$ cat src/rtl/sdram_pkg.sv
// Shared SDRAM command encodings, bus widths and arbiter state type.
package sdram_pkg;

    localparam int unsigned ADDR_W = 12;
    localparam int unsigned BANK_W = 2;
    localparam int unsigned CMD_W  = 4;
    localparam int unsigned WD_W   = 10;

    // {cs_n, ras_n, cas_n, we_n}
    localparam logic [CMD_W-1:0] CMD_NOP  = 4'b0111;
    localparam logic [CMD_W-1:0] CMD_PRE  = 4'b0010;
    localparam logic [CMD_W-1:0] CMD_AREF = 4'b0001;
    localparam logic [CMD_W-1:0] CMD_ACT  = 4'b0011;
    localparam logic [CMD_W-1:0] CMD_WR   = 4'b0100;
    localparam logic [CMD_W-1:0] CMD_RD   = 4'b0101;
    localparam logic [CMD_W-1:0] CMD_MRS  = 4'b0000;

    typedef enum logic [2:0] {
        ST_INIT  = 3'd0,
        ST_ARBIT = 3'd1,
        ST_AREF  = 3'd2,
        ST_WRITE = 3'd3,
        ST_READ  = 3'd4
    } arb_state_e;

endpackage

$ cat src/rtl/sdram_arbit.sv
// SDRAM bus arbiter: init -> arbitration between refresh, write and read
// clients, with per-phase watchdog and a state-driven command/address mux.
module sdram_arbit
    import sdram_pkg::*;
#(
    parameter logic [CMD_W-1:0] NOP     = 4'b0111,
    parameter logic [WD_W-1:0]  TMO_END = 10'd1000
) (
    input  logic              sclk,
    input  logic              s_rst_n,
    input  logic              flag_init_end,
    input  logic [CMD_W-1:0]  init_cmd,
    input  logic [ADDR_W-1:0] init_addr,
    input  logic              ref_req,
    input  logic              flag_ref_end,
    input  logic [CMD_W-1:0]  ref_cmd,
    input  logic [ADDR_W-1:0] ref_addr,
    input  logic [BANK_W-1:0] ref_bank,
    input  logic              wr_req,
    input  logic              flag_wr_end,
    input  logic [CMD_W-1:0]  wr_cmd,
    input  logic [ADDR_W-1:0] wr_addr,
    input  logic [BANK_W-1:0] wr_bank,
    input  logic              rd_req,
    input  logic              flag_rd_end,
    input  logic [CMD_W-1:0]  rd_cmd,
    input  logic [ADDR_W-1:0] rd_addr,
    input  logic [BANK_W-1:0] rd_bank,
    output logic              ref_en,
    output logic              wr_en,
    output logic              rd_en,
    output logic              ref_pending,
    output logic [CMD_W-1:0]  sdram_cmd,
    output logic [ADDR_W-1:0] sdram_addr,
    output logic [BANK_W-1:0] sdram_bank,
    output logic              tmo_err
);

    arb_state_e        state_q, state_d;
    logic              last_rd_q, last_rd_d;   // 1: read was the last write/read grant
    logic [WD_W-1:0]   wd_q, wd_d;
    logic              ref_en_q, ref_en_d;
    logic              wr_en_q, wr_en_d;
    logic              rd_en_q, rd_en_d;
    logic              ref_pending_q, ref_pending_d;
    logic              tmo_err_q, tmo_err_d;
    logic              owned_c;
    logic              end_c;

    // Next-state, grant and watchdog decisions
    always_comb begin
        state_d       = state_q;
        last_rd_d     = last_rd_q;
        ref_en_d      = 1'b0;
        wr_en_d       = 1'b0;
        rd_en_d       = 1'b0;
        tmo_err_d     = 1'b0;
        end_c         = 1'b0;
        owned_c       = 1'b0;
        ref_pending_d = ref_req && (state_q == ST_WRITE || state_q == ST_READ);

        case (state_q)
            ST_INIT: begin
                if (flag_init_end) state_d = ST_ARBIT;
            end
            ST_ARBIT: begin
                if (ref_req) begin
                    state_d  = ST_AREF;
                    ref_en_d = 1'b1;
                end else if (wr_req && (!rd_req || last_rd_q)) begin
                    state_d   = ST_WRITE;
                    wr_en_d   = 1'b1;
                    last_rd_d = 1'b0;
                end else if (rd_req) begin
                    state_d   = ST_READ;
                    rd_en_d   = 1'b1;
                    last_rd_d = 1'b1;
                end
            end
            ST_AREF: begin
                owned_c = 1'b1;
                end_c   = flag_ref_end;
            end
            ST_WRITE: begin
                owned_c = 1'b1;
                end_c   = flag_wr_end;
            end
            ST_READ: begin
                owned_c = 1'b1;
                end_c   = flag_rd_end;
            end
            default: state_d = ST_INIT;
        endcase

        // A normal end takes precedence over a coincident watchdog expiry
        if (owned_c) begin
            if (end_c) begin
                state_d = ST_ARBIT;
            end else if (wd_q == TMO_END - WD_W'(1)) begin
                state_d   = ST_ARBIT;
                tmo_err_d = 1'b1;
            end
        end

        wd_d = (state_d != state_q || !owned_c) ? '0 : wd_q + WD_W'(1);
    end

    // State, watchdog and registered outputs
    always_ff @(posedge sclk or negedge s_rst_n) begin
        if (!s_rst_n) begin
            state_q       <= ST_INIT;
            last_rd_q     <= 1'b1;
            wd_q          <= '0;
            ref_en_q      <= 1'b0;
            wr_en_q       <= 1'b0;
            rd_en_q       <= 1'b0;
            ref_pending_q <= 1'b0;
            tmo_err_q     <= 1'b0;
        end else begin
            state_q       <= state_d;
            last_rd_q     <= last_rd_d;
            wd_q          <= wd_d;
            ref_en_q      <= ref_en_d;
            wr_en_q       <= wr_en_d;
            rd_en_q       <= rd_en_d;
            ref_pending_q <= ref_pending_d;
            tmo_err_q     <= tmo_err_d;
        end
    end

    // SDRAM bus mux follows the owner; idle during reset and arbitration
    always_comb begin
        sdram_cmd  = NOP;
        sdram_addr = '0;
        sdram_bank = '0;
        if (s_rst_n) begin
            case (state_q)
                ST_INIT: begin
                    sdram_cmd  = init_cmd;
                    sdram_addr = init_addr;
                end
                ST_AREF: begin
                    sdram_cmd  = ref_cmd;
                    sdram_addr = ref_addr;
                    sdram_bank = ref_bank;
                end
                ST_WRITE: begin
                    sdram_cmd  = wr_cmd;
                    sdram_addr = wr_addr;
                    sdram_bank = wr_bank;
                end
                ST_READ: begin
                    sdram_cmd  = rd_cmd;
                    sdram_addr = rd_addr;
                    sdram_bank = rd_bank;
                end
                default: ;
            endcase
        end
    end

    assign ref_en      = ref_en_q;
    assign wr_en       = wr_en_q;
    assign rd_en       = rd_en_q;
    assign ref_pending = ref_pending_q;
    assign tmo_err     = tmo_err_q;

endmodule

$ cat config.mk
export PLATFORM = sky130hd
export DESIGN_NAME = sdram_arbit
export DESIGN_NICKNAME = d
export VERILOG_FILES = /design/src/rtl/sdram_pkg.sv /design/src/rtl/sdram_arbit.sv
export SDC_FILE = /design/constraint.sdc
export NUM_CORES = 1
export LEC_CHECK = 0
export BUFFER_PORTS_ARGS = -buffer_cell sky130_fd_sc_hd__buf_2
export CAP_MARGIN = 25
export CORE_AREA = 2 2 62 64
export CTS_CLUSTER_SIZE = 10
export DETAILED_ROUTE_END_ITERATION = 10
export DIE_AREA = 0 0 64 66
export GPL_TIMING_DRIVEN = 0
export HOLD_SLACK_MARGIN = 0.05
export PLACE_DENSITY = 0.84
export SYNTH_ARGS = -nofsm -noshare
export SYNTH_HDL_FRONTEND = slang
export SYNTH_SLANG_ARGS = --single-unit
$ cat constraint.sdc
create_clock -name sclk -period 4.2 [get_ports sclk]
set_input_delay 0.84 -clock sclk [delete_from_list [all_inputs] [get_ports sclk]]
set_output_delay 0.84 -clock sclk [all_outputs]
set_load 0.02 [all_outputs]
==> metrics.txt, run 1 <==
final setup margin=1.20 ns; total grt overflow=0; fill cell count=318; reg2reg end=state_q[0]; Hold Path Origin=wd_q[0]; crit path kind=reg -> out; Distinct cells, synth=43; Post-Syn Area=1570 um2; Hold-fix buffers, CTS=0; Max Cap Violations=0; Post-synth ARST share=1.00; first-pass GRT wire length=7390 um; Final Skew=0.00492 ns; setup bufs post-CTS=0; drt drc=0; final cell utilization of the core=0.609; nets@finish=363; Post-synth EDFFs=0; DIE WIDTH=64 um; commonest non-fill, non-tap cell in the layout=buf_2; Detail Route Antenna Nets=0; Via density=5.16; commonest non-fill, non-tap cells in the layout=106 x buf_2, 18 x mux2i_1, 18 x dfrtp_1, 16 x and2_1, 14 x a2bb2oi_1; Syn. warnings=0; Layout Cells excl Fill=330; initial DRC count=71; crit end category=output pin; Worst Hold Class=reg -> reg; top routing layer used=met4; Syn Nets=257; Seq/Total Area, Yosys=0.304; main flop type after synthesis=dfrtp_1; arrival time at the worst endpoint=2.16 ns; Hold EP=wd_q[0]; area of the multi-input gates=1020 um2; Max clock buf depth=2; placed cells=326; core footprint=3550 um2; Static Leak=1.09 nW; #FFs+latches synth=19; RSZ-0062 raised after global routing=false; sequential cell area=477 um2; Mapped Avg Cell Area=8.86 um2; Worst Max-Slew Pin Slew=0.636 ns; I/O pin count=102; antenna violations before repair=0; WHS Path Cells=1; Total GRT Usage=0.221; total wire length=4560 um; metal2 WL=2260 um; Finish-stage setup viols=0; Setup TNS=0 ns; met1 WL=1970 um; Root Buffer=clkbuf_4; Sink Count=19; Via Count=1,702; Inserted Diodes=0; Die Area=4220 um2; Tcrit/Tclk final=0.714; post-cts sizing count=0; worst r2r src=state_q[0]; DR WL/cell=13.8 um; max_slew headroom=0.575; critical path required time=3.36 ns; Die Y=66 um; worst reg-to-reg setup slack=2.46 ns; wire length on met3=249 um; largest net degree at the start of global routing=29; area grow syn2layout=37.7%; IO Port Bufs=101; drt pass-1 iters=4; Hold Fails Final Rpt=0; Detail Placement HPWL=3670 um; Max Fclk=334 MHz; reg2reg path depth=5; crit-path max FO=10; Fin Hold WS=0.501 ns; htree depth=1; post-synthesis cell count=177; startpoint types=flip-flop; worst skew pair latency=0.29 ns; clock transition at the registers of the reported paths=0.10 ns; CTS Buf Count=3; FP Rows=22; initial core utilization=0.442; routability cong.=0.805; dpl ws=1.32 ns; pwr dens=493 nW/um2; ratio of cells with drive above 1 in the final layout=0.443; fin. max-slew vios=0; Tmin final=3.00 ns; CTS tree=built; worst ir drop on vdd=268 uV; status=finished, final reports clean; vias in the first global route=1,629
metrics by stage:
step / instance area [um2] / power [W]
3_3_place_gp: 2130 / 0.000964
4_1_cts: 2160 / 0.00107
3_5_place_dp: 2130 / 0.000981
5_1_grt: 2160 / 0.00116
2_1_floorplan: 1570 / 0.000786
6_report: 2160 / 0.00107
how the worst max path moves through the flow:
stage,startpoint,to,cells after the start
floorplan,state_q[2],sdram_addr[10],6
global placement,s_rst_n,sdram_cmd[2],4
detailed placement,s_rst_n,sdram_cmd[2],4
CTS,state_q[1],sdram_addr[5],7
global route,state_q[1],sdram_addr[5],7
finish,state_q[1],sdram_addr[5],7
flip-flops by register name (all words and copies together) (netlist names):
signal and cells:
wr_en 1, tmo_err 1, ref_pending 1, ref_en 1, rd_en 1, last_rd_q 1
wd_q 10, state_q 3
layer usage:
layer,vias up,track usage
met4,0,0.0788
met2,55,0.396
met1,783,0.270
met5,-,0
li1,854,-
met3,10,0.0307
cell families after synthesis:
family	count (synthesis)	share of synthesized area
AND/OR/NAND/NOR	72	0.259
flip-flops	19	0.304
buffers and inverters	15	0.0470
AO/OA/AOI/OAI	44	0.222
adder cells (fa/ha/maj)	1	0.00797
XOR/XNOR	8	0.0447
multiplexers	18	0.115
cell usage after synthesis (2+ instances only):
cell type | number | area (um2)
dfrtp_1 | 18 | 450
mux2i_1 | 18 | 180
and2_1 | 16 | 100
a2bb2oi_1 | 14 | 123
nor2_1 | 13 | 48.8
o2bb2ai_1 | 13 | 114
nand2_1 | 9 | 33.8
nor2_2 | 9 | 56.3
clkbuf_1 | 6 | 22.5
nor3_1 | 6 | 30.0
xnor2_1 | 6 | 52.6
buf_2 | 5 | 25.0
a21oi_1 | 4 | 20.0
nor2b_1 | 4 | 25.0
nand3_1 | 3 | 15.0
nand2b_1 | 2 | 12.5
o211ai_1 | 2 | 15.0
o21ai_1 | 2 | 10.0
o22ai_1 | 2 | 12.5
xor2_1 | 2 | 17.5
layout make-up:
type / count / area share
multi-input combinational: 143 / 0.471
timing repair buffer: 101 / 0.234
tap: 48 / 0.0278
buffer: 13 / 0.0307
clock buffer: 4 / 0.0122
sequential: 19 / 0.221
inverter: 2 / 0.00347
worst max-delay path: stages (launching register included):
cell       delay, ns
dfrtp_1         0.35
buf_2           0.24
buf_2           0.34
mux2i_1         0.28
a2bb2oi_1       0.24
o2bb2ai_1       0.10
and2_1          0.16
buf_2           0.15
where the power goes:
group	total, W	internal [W]	switching (W)
clock network	0.0000878	0.0000369	0.0000509
logic	0.000738	0.000318	0.000420
registers	0.000239	0.000219	0.0000206
Note: power is estimated with default switching activity, not from simulation.
==> run 2: changes to the inputs <==
--- a/config.mk
+++ b/config.mk
@@ -7,13 +7,13 @@
 export LEC_CHECK = 0
 export BUFFER_PORTS_ARGS = -buffer_cell sky130_fd_sc_hd__buf_2
 export CAP_MARGIN = 25
-export CORE_AREA = 2 2 62 64
+export CORE_AREA = 2 2 68 70
 export CTS_CLUSTER_SIZE = 10
 export DETAILED_ROUTE_END_ITERATION = 10
-export DIE_AREA = 0 0 64 66
+export DIE_AREA = 0 0 70 72
 export GPL_TIMING_DRIVEN = 0
 export HOLD_SLACK_MARGIN = 0.05
-export PLACE_DENSITY = 0.84
+export PLACE_DENSITY = 0.74
 export SYNTH_ARGS = -nofsm -noshare
 export SYNTH_HDL_FRONTEND = slang
 export SYNTH_SLANG_ARGS = --single-unit
==> constraint.sdc (replaced) <==
create_clock -name sclk -period 2.5 [get_ports sclk]
set_input_delay 0.5 -clock sclk [delete_from_list [all_inputs] [get_ports sclk]]
set_output_delay 0.5 -clock sclk [all_outputs]
set_load 0.02 [all_outputs]
==> run 2 against run 1 <==
Against the previous run: sequential cell count stayed put; total power is 78% higher; routed wire length is 1.9% higher; highest routed layer unchanged.
==> metrics.txt, run 2 (synthesized netlist as in run 1, its figures left out) <==
status=finished, final reports clean; commonest non-fill, non-tap cells in the layout=104 x buf_2, 18 x mux2i_1, 18 x dfrtp_1, 16 x and2_1, 14 x a2bb2oi_1; Setup TNS=0 ns (unchanged); Max Fclk=424 MHz; Most flops, register=wd_q; worst skew pair latency=0.26 ns (-0.03 ns); crit path kind=reg -> out; Max Cap Violations=0 (unchanged); Flop pwr share=0.212 (-0.013); Static Leak=1.11 nW (+1.8%); total wire length=4650 um (+1.9%); pwr dens=858 nW/um2 (+74%); Worst Hold Class=in -> async; worst reg-to-reg setup slack=0.70 ns (-1.76 ns); Layout Cells excl Fill=334 (+1.2%); Fin Hold WS=0.211 ns (-0.290 ns); core footprint=4260 um2 (+20%); initial core utilization=0.368 (-0.0739); I/O pin count=102 (unchanged); Worst Max-Slew Pin Slew=0.528 ns (-0.107 ns); crit-path max FO=10 (unchanged); setup bufs post-CTS=0 (unchanged); CTS Buf Count=3 (unchanged); Detail Placement HPWL=3710 um (+1.1%); sw frac=0.453 (-0.00855); commonest non-fill, non-tap cell in the layout=buf_2; arrival time at the worst endpoint=1.86 ns (-0.30 ns); startpoint types=flip-flop; initial DRC count=59 (-17%); ratio of cells with drive above 1 in the final layout=0.461 (+0.0177); Clk pwr share=0.112 (+0.030); CP bufs+invs=3 (unchanged); slowest cell on the critical path=dfrtp_1; DIE WIDTH=70 um (+9.4%); reg2reg path depth=5 (unchanged); fin. max-slew vios=0 (unchanged); reg2reg end=state_q[0]; placed cells=330 (+1.2%); number of flip-flops under the largest register name=10 (unchanged); Max clock buf depth=2 (unchanged); post-cts sizing count=3 (+3); total grt overflow=0 (unchanged); drt drc=0 (unchanged); Sink Count=19 (unchanged); drt pass-1 iters=4 (unchanged); Largest regs=wd_q: 10 flops, state_q: 3 flops; Inserted Diodes=0 (unchanged); max_slew headroom=0.648 (+0.0726); antenna violations before repair=0 (unchanged); htree depth=1 (unchanged); Hold-fix buffers, CTS=0 (unchanged); CTS tree=built; switching power=0.000860 W (+75%); vias in the first global route=1,644 (+0.92%); RSZ-0062 raised after global routing=false; internal power=0.00104 W (+81%); crit end category=output pin; Die Area=5040 um2 (+19%); first-pass GRT wire length=7390 um (unchanged); Hold Fails Final Rpt=0 (unchanged); Tmin final=2.36 ns; largest net degree at the start of global routing=29 (unchanged); Worst path max stage delay=0.36 ns (about the same); clock transition at the registers of the reported paths=0.07 ns (-0.03 ns); Finish-stage setup viols=0 (unchanged); critical path required time=2.00 ns (-1.36 ns); Final Skew=0.00708 ns (+0.00216 ns); Via Count=1,711 (+0.53%); Via density=5.12 (-0.68%); DR WL/cell=13.9 um (+0.69%); Largest delay share family, worst path=simple AND/OR/NAND/NOR gates; routability cong.=0.845 (+5.0%); nets@finish=363 (unchanged); Total GRT Usage=0.181 (-0.0399); combinational power share=0.676 (-0.017); worst ir drop on vdd=361 uV (+34%); Root Buffer=clkbuf_8; worst r2r src=state_q[0]; IO Port Bufs=101 (unchanged); FP Rows=24 (+9.1%); CP Cell Sequence=buf_4 > nand2b_2 > nor2_4 > clkbuf_4 > o2bb2ai_1 > and2_1 > buf_2; Die Y=72 um (+9.1%); area grow syn2layout=41.1%; Tcrit/Tclk final=0.944; Detail Route Antenna Nets=0 (unchanged)
[run 2: changes by cell type in the layout (fill, tap and decap cells not counted), sizes merged]
cell and change:
clkbuf -1, clkinv +1
[run 2: area by class of cell]
cell class	count	area, um2
sequential	19	477
timing repair buffer	101	505
clock buffer	3	41.3
inverter	2	7.51
tap	52	65.1
multi-input combinational	143	1030
fill	425	2050
clock inverter	1	5.00
buffer	13	78.8
[run 2: metal layers]
metal  part of all wire  vias up  track usage
met5                  0        -            0
met1               0.43      783        0.226
met2               0.50       60        0.317
met3              0.057        8       0.0250
li1                   -      860            -
met4              0.015        0       0.0748
[run 2: worst max path at each step]
stage / start / endpoint / slack (ns) / depth (start not counted)
6_report: state_q[2] / sdram_addr[3] / 0.14 / 7
3_3_place_gp: state_q[1] / sdram_addr[10] / 0.22 / 7
3_5_place_dp: state_q[1] / sdram_addr[3] / 0.21 / 7
4_1_cts: state_q[1] / sdram_bank[1] / 0.03 / 6
2_1_floorplan: state_q[2] / sdram_addr[10] / 0.51 / 6
5_1_grt: state_q[2] / sdram_addr[10] / 0.007 / 7
[run 2: stage by stage]
stage	utilization	setup WS, ns	area, um2	total power, W
floorplan	-	0.514	1570	0.00132
global placement	0.502	0.223	2140	0.00163
detailed placement	0.502	0.211	2140	0.00165
CTS	0.514	0.0318	2190	0.00189
global route	0.519	0.00739	2210	0.00205
finish	0.519	0.141	2210	0.00190
[run 2: power by group through the flow]
stage	clock network (W)	logic, W	registers (W)
2_1_floorplan	0	0.000901	0.000419
3_3_place_gp	0	0.00122	0.000406
3_5_place_dp	0	0.00125	0.000406
4_1_cts	0.000222	0.00126	0.000401
5_1_grt	0.000236	0.00141	0.000411
6_report	0.000212	0.00128	0.000403
[run 2: worst register-to-register path, cell delays in order (launching register included)]
cell	delay, ns
dfrtp_1	0.38
buf_2	0.26
mux2i_1	0.29
nor2_1	0.08
a221o_1	0.30
or3_1	0.37
